[src/rtl/cpu_oam_dma_arbiter.sv]
// CPU/OAM-DMA bus arbiter: passes CPU cycles through while idle. A CPU write
// to the DMA trigger register stalls the core through RDY and copies a page
// of memory to a fixed destination port with alternating read/write cycles.
module cpu_oam_dma_arbiter #(
  parameter int unsigned          ADDR_W       = 16,
  parameter int unsigned          DATA_W       = 8,
  parameter logic [ADDR_W-1:0]    DMA_REG_ADDR = 16'h4014,
  parameter logic [ADDR_W-1:0]    DEST_ADDR    = 16'h2004,
  parameter int unsigned          XFER_LEN     = 256,
  parameter bit                   ALIGN_EN     = 1'b1
) (
  input  logic              CLK,
  input  logic              RESET_n,
  input  logic              ENABLE,
  input  logic [ADDR_W-1:0] CPU_ADDR,
  input  logic [DATA_W-1:0] CPU_DATA_OUT,
  input  logic              CPU_RW_n,
  input  logic [DATA_W-1:0] BUS_DATA_IN,
  output logic              CPU_RDY,
  output logic [ADDR_W-1:0] ADDR,
  output logic [DATA_W-1:0] DATA_OUT,
  output logic              RW_n,
  output logic              DMA_ACTIVE,
  output logic              DMA_DONE
);

  localparam int unsigned PAGE_W   = ADDR_W - 8;
  localparam logic [7:0]  LAST_IDX = 8'(XFER_LEN - 1);

  if ((XFER_LEN < 1) || (XFER_LEN > 256)) begin : g_bad_xfer_len
    $error("cpu_oam_dma_arbiter: XFER_LEN must be in 1..256");
  end

  typedef enum logic [2:0] {
    S_IDLE,
    S_HALT,
    S_ALIGN,
    S_READ,
    S_WRITE
  } state_t;

  state_t              state, state_nx;
  logic                parity;
  logic [7:0]          idx;
  logic [PAGE_W-1:0]   page;
  logic [DATA_W-1:0]   latch;
  logic                done;
  logic                trigger;
  logic                last;

  assign trigger  = !CPU_RW_n && (CPU_ADDR == DMA_REG_ADDR);
  assign last     = (idx == LAST_IDX);
  assign DMA_DONE = done;

  // State, parity, transfer index, page and read-data latch; all advance on ENABLE edges
  always_ff @(posedge CLK or negedge RESET_n) begin
    if (!RESET_n) begin
      state  <= S_IDLE;
      parity <= 1'b0;
      idx    <= '0;
      page   <= '0;
      latch  <= '0;
      done   <= 1'b0;
    end else begin
      // Done is a single-CLK pulse on the ENABLE edge that retires the last write
      done <= ENABLE && (state == S_WRITE) && last;
      if (ENABLE) begin
        state  <= state_nx;
        parity <= ~parity;
        if ((state == S_IDLE) && trigger) begin
          page <= PAGE_W'(CPU_DATA_OUT);
          idx  <= '0;
        end
        if (state == S_READ) begin
          latch <= BUS_DATA_IN;
        end
        if ((state == S_WRITE) && !last) begin
          idx <= idx + 8'd1;
        end
      end
    end
  end

  // Next-state decode and bus mux; RDY/ACTIVE are decoded from state alone
  always_comb begin
    state_nx   = state;
    ADDR       = CPU_ADDR;
    DATA_OUT   = CPU_DATA_OUT;
    RW_n       = CPU_RW_n;
    CPU_RDY    = 1'b0;
    DMA_ACTIVE = 1'b1;
    unique case (state)
      S_IDLE: begin
        CPU_RDY    = 1'b1;
        DMA_ACTIVE = 1'b0;
        if (trigger) state_nx = S_HALT;
      end
      S_HALT: begin
        RW_n = 1'b1;
        // Current parity 0 means the following cycle is odd; burn it so reads land even
        state_nx = (ALIGN_EN && !parity) ? S_ALIGN : S_READ;
      end
      S_ALIGN: begin
        RW_n     = 1'b1;
        state_nx = S_READ;
      end
      S_READ: begin
        ADDR     = {page, idx};
        RW_n     = 1'b1;
        state_nx = S_WRITE;
      end
      S_WRITE: begin
        ADDR     = DEST_ADDR;
        DATA_OUT = latch;
        RW_n     = 1'b0;
        state_nx = last ? S_IDLE : S_READ;
      end
      default: begin
        CPU_RDY    = 1'b1;
        DMA_ACTIVE = 1'b0;
        state_nx   = S_IDLE;
      end
    endcase
  end

endmodule

[config.mk]
export PLATFORM = sky130hd
export DESIGN_NAME = cpu_oam_dma_arbiter
export DESIGN_NICKNAME = d
export VERILOG_FILES = /design/src/rtl/cpu_oam_dma_arbiter.sv
export SDC_FILE = /design/constraint.sdc
export NUM_CORES = 1
export LEC_CHECK = 0
export ABC_AREA = 1
export CAP_MARGIN = 20
export CORE_ASPECT_RATIO = 1.2
export CORE_MARGIN = 5
export CORE_UTILIZATION = 47
export CTS_BUF_LIST = sky130_fd_sc_hd__clkbuf_8
export DETAILED_ROUTE_END_ITERATION = 8
export PLACE_DENSITY = 0.89
export SLEW_MARGIN = 20
export SYNTH_ARGS = -nofsm -noshare
export SYNTH_HDL_FRONTEND = slang
export SYNTH_SLANG_ARGS = --single-unit
[constraint.sdc]
create_clock -name CLK -period 1.7 [get_ports CLK]
set_clock_uncertainty 0.2 [all_clocks]
set_input_delay 0.34 -clock CLK [delete_from_list [all_inputs] [get_ports CLK]]
set_output_delay 0.34 -clock CLK [all_outputs]
set_load 0.1 [all_outputs]
==> results.json, run 1 <==
{
  "muxShareOfSynthArea_pct": 6.45,
  "error": "[ERROR GRT-0232] Routing congestion too high. Check the congestion heatmap in the GUI.",
  "grt-ovfl-total": 47,
  "htreeDepth": 2,
  "synthesis.area_um2": 1860,
  "ys_ff_latch": 29,
  "synth_compound_area_share_pct": 10.2,
  "yosysUniqueCellTypes": 30,
  "cts.sinks": 29,
  "synthAdderAreaFrac_pct": 0.672,
  "crit_endpoint": "ADDR[13]",
  "syn_inst": 231,
  "port_buffers": 63,
  "async_flop_share_pct": 100,
  "synth-edff-count": 0,
  "fp.dieW_um": 67.5,
  "io_pins": 64,
  "grt.total_usage_pct": 68.1,
  "die_y_um": 79.0,
  "avgSynthCellArea_um2": 8.07,
  "synth_fp_nets": 268,
  "endpoint_type": "primary output",
  "yosys.area_share.simple_pct": 34.2,
  "root_buffer": "clkbuf_8",
  "rows": 25,
  "dp_cells": 381,
  "grt_max_degree": 30,
  "synth_top_family_by_area": "simple AND/OR/NAND/NOR gates",
  "numCtsBuffers": 5,
  "status": "did not finish",
  "routabilityCongestion": 0.862,
  "clk_path_buf_depth": 2,
  "flow.stopped_at": "global routing (5_1_grt)",
  "synth_xor_area_share_pct": 0.940,
  "ys_seq_area_share_pct": 39.0,
  "synth_warnings": 0,
  "initial_core_util_pct": 48.0,
  "dp_hpwl_um": 5510,
  "synth_ff_type": "dfrtp_1"
}
==> layer usage <==
layer  track usage (%)  GRT overflow
met4              76.1            23
met1              68.5             0
met5                 0             0
met3              47.0             0
met2              84.0            24
==> Yosys cell counts (all sizes together) (2+ instances only) <==
cell	n	area, um^2
buf	7	66.3
dfrtp	29	726
inv	24	90.1
mux2	8	120
nand2	84	354
nand3	17	118
nand4	2	27.5
nor2	20	92.6
nor3	4	31.3
o21ai	27	165
xor2	2	17.5
==> repair_timing <==
action | 4_1_cts
pin swaps | 6
buffers inserted | 6
endpoints found under the hold margin | 0
setup endpoints to repair | 33
gates resized for setup | 35
gates cloned | 2
hold buffers | 0
==> per-stage QoR <==
step	setup WS [ns]	utilization [%]	instance area [um^2]
after detailed placement	-0.305	88.4	3430
after global placement	-0.212	88.4	3430
after CTS	-0.460	96.5	3740
after floorplan	-0.650	-	2220
==> logic make-up after synthesis <==
family,Yosys count
simple gates,129
fa+ha+maj,1
compound gates,30
xor+xnor,2
flops,29
mux,8
buf+inv,32
==> run 2: changes to the inputs <==
--- a/config.mk
+++ b/config.mk
@@ -7,12 +7,10 @@
 export LEC_CHECK = 0
 export ABC_AREA = 1
 export CAP_MARGIN = 20
-export CORE_ASPECT_RATIO = 1.2
 export CORE_MARGIN = 5
-export CORE_UTILIZATION = 47
-export CTS_BUF_LIST = sky130_fd_sc_hd__clkbuf_8
+export CORE_UTILIZATION = 40
 export DETAILED_ROUTE_END_ITERATION = 8
-export PLACE_DENSITY = 0.89
+export PLACE_DENSITY_LB_ADDON = 0.15
 export SLEW_MARGIN = 20
 export SYNTH_ARGS = -nofsm -noshare
 export SYNTH_HDL_FRONTEND = slang
==> run 2 against run 1 <==
Against the previous run: the flow now finishes, with violations (negative setup slack); synthesized cell count is the same; area after synthesis is the same.
==> results.json, run 2 <==
{
  "status": "finished with violations",
  "violations": "negative setup slack",
  "holdCritPathClass": "in -> async",
  "synthesis.area_um2": 1860,
  "yosysMostFrequentCell": "nand2_1",
  "drive_above_1_share_pct": 51.3,
  "cp.arrival_ns": 1.59,
  "r2r_slack_ns": -0.08,
  "avgSynthCellArea_um2": 8.07,
  "grt_max_degree": 30,
  "finalSetupViolations": 43,
  "cts.sinks": 29,
  "worstReg2RegEnd": "idx[4]",
  "powerDensity_nw_per_um2": 1730,
  "synth-edff-count": 0,
  "root_buffer": "clkbuf_8",
  "routed_wl_um": 5940,
  "yosysUniqueCellTypes": 30,
  "dp_cells": 377,
  "path_clk_slew_ns": 0.07,
  "final_common_cell": "nand2_1",
  "syn_inst": 231,
  "synth_ff_type": "dfrtp_1",
  "critPathRequiredTime_ns": 1.16,
  "ys_ff_latch": 29,
  "htreeDepth": 2,
  "crit_path_end_kind": "output pin",
  "initial_core_util_pct": 41.9,
  "synth_top_area_share_pct": 39.0,
  "areaGrowthSynthToFinish_pct": 96.7,
  "tightestPinTransition_ns": 0.360,
  "finalHoldViolCount": 0,
  "num_vias": 1983,
  "max_slew_margin_pct": 75.8,
  "ir_worst_vdd_mv": 1.09,
  "ys_top_cells_by_count": "nand2_1, dfrtp_1, inv_1",
  "worstPathMaxFanout": 13,
  "synth_fp_nets": 268,
  "grt.total_usage_pct": 20.1,
  "ys_seq_area_share_pct": 39.0,
  "path_cells": "nand2_2, nor2_4, inv_4, nand2_4, inv_8, a22o_4, buf_12",
  "slew_violations": 0,
  "numCtsBuffers": 5,
  "port_buffers": 63,
  "cts_tree": "built",
  "min_period_ns": 2.13,
  "fmax_mhz": 469,
  "grt_pass1_wl_um": 9730,
  "fp.dieW_um": 78.2,
  "critPathKind": "reg -> out",
  "p_leak_nw": 1.69,
  "clk_latency_ns": 0.28,
  "fin_ws_ns": -0.431,
  "final_cell_mix": "nand2_1, clkdlybuf4s50_1, buf_4",
  "rr_worst_depth": 9,
  "die_y_um": 78.2,
  "core-area_um2": 4440,
  "grt_setup_unrepaired": "true",
  "slowest_delay_ns": 0.43,
  "dieArea_um2": 6120,
  "drc": 0,
  "nets": 371,
  "io_pins": 64,
  "wire_per_inst_um": 15.4,
  "antenna_found_initial": 0,
  "firstDrtPassIters": 4,
  "rr_startpoint": "state[0]",
  "start_kind": "flip-flop",
  "yosysTopAreaCell": "dfrtp_1",
  "dp_hpwl_um": 4520,
  "slowest_stage": "dfrtp_1",
  "grt_pass1_vias": 2086,
  "grt-ovfl-total": 0,
  "maxCapViolCount": 0,
  "synth_area_leaders": "dfrtp_1, nand2_1, mux2_4",
  "timing.hold.ws_ns": 0.213,
  "async_flop_share_pct": 100,
  "setup_tns_ns": -10.41,
  "instances_no_fill": 387,
  "place_ws_ns": -0.292,
  "top_regs": "idx: 8 flops, latch: 8 flops, page: 8 flops",
  "finalCritPeriodShare_pct": 125,
  "vias_per_cell": 5.12,
  "routabilityCongestion": 0.853,
  "rows": 24,
  "synth_warnings": 0,
  "postRouteAntennaNets": 0,
  "num_antenna_cells": 0,
  "drt-initial-drc-count": 71,
  "clk_path_buf_depth": 2
}
## run 2: cell counts after synthesis
No cell type changed its count.
## run 2: per-layer routing
| layer | vias to the layer above | GRT usage (%) | share of wire, % |
|---|---|---|---|
| li1 | 947 | - | - |
| met1 | 959 | 23.9 | 42 |
| met2 | 68 | 35.4 | 51 |
| met4 | 0 | 8.22 | 2.3 |
| met3 | 9 | 4.00 | 4.9 |
| met5 | - | 0 | 0 |
## run 2: how the worst max path moves through the flow
stage                      start    endpoint  slack [ns]  cells past startpoint
floorplan               state[0]  DMA_ACTIVE       -0.65                      6
global placement    CPU_ADDR[11]    state[0]       -0.24                      9
detailed placement   CPU_ADDR[7]      idx[6]       -0.29                      9
CTS                     state[1]    ADDR[15]       -0.43                      7
global route            state[0]    ADDR[13]       -0.50                      8
finish                  state[0]    ADDR[15]       -0.43                      7
## run 2: cell families after synthesis
kind of cell,count (synthesis),synth area share [%]
XOR/XNOR,2,0.940
multiplexers,8,6.45
AO/OA/AOI/OAI,30,10.2
adder cells (fa/ha/maj),1,0.671
flip-flops,29,39.0
buffers and inverters,32,8.60
AND/OR/NAND/NOR,129,34.2
## run 2: repair_timing
action / CTS / global route
endpoints found under the setup margin: 28 / 45
hold buffers: 0 / 0
cloned: 0 / 0
hold endpoints to repair: 0 / 0
pin swaps: 2 / 3
resized for setup: 21 / 17
buffers inserted: 2 / 0
## run 2: through the flow
stage	total power, mW	cell area, um^2	utilization (%)
3_5_place_dp	5.50	3420	77.0
3_3_place_gp	5.44	3420	77.0
2_1_floorplan	4.00	2220	-
5_1_grt	6.60	3660	82.5
6_report	6.35	3660	82.5
4_1_cts	6.32	3610	81.2
## run 2: power by group
group          internal (mW)  switching [mW]  total (mW)
clock network          0.365           0.268       0.634
registers              0.870           0.159        1.03
logic                   1.82            2.86        4.68
## run 2: critical path, delay by kind of cell (launching register included)
kind                   cells  cell delay, ns
AND/OR/NAND/NOR            3            0.35
buffers and inverters      3            0.30
AO/OA/AOI/OAI              1            0.23
flip-flops                 1            0.43
## run 2: final cells by class
type	instances	area [um^2]
multi-input combinational	170	1400
timing repair buffer	103	1260
fill	259	779
sequential	29	728
inverter	25	109
clock buffer	7	96.3
tap	52	65.1
clock inverter	1	5.00
(Power assumes the default switching activity.)
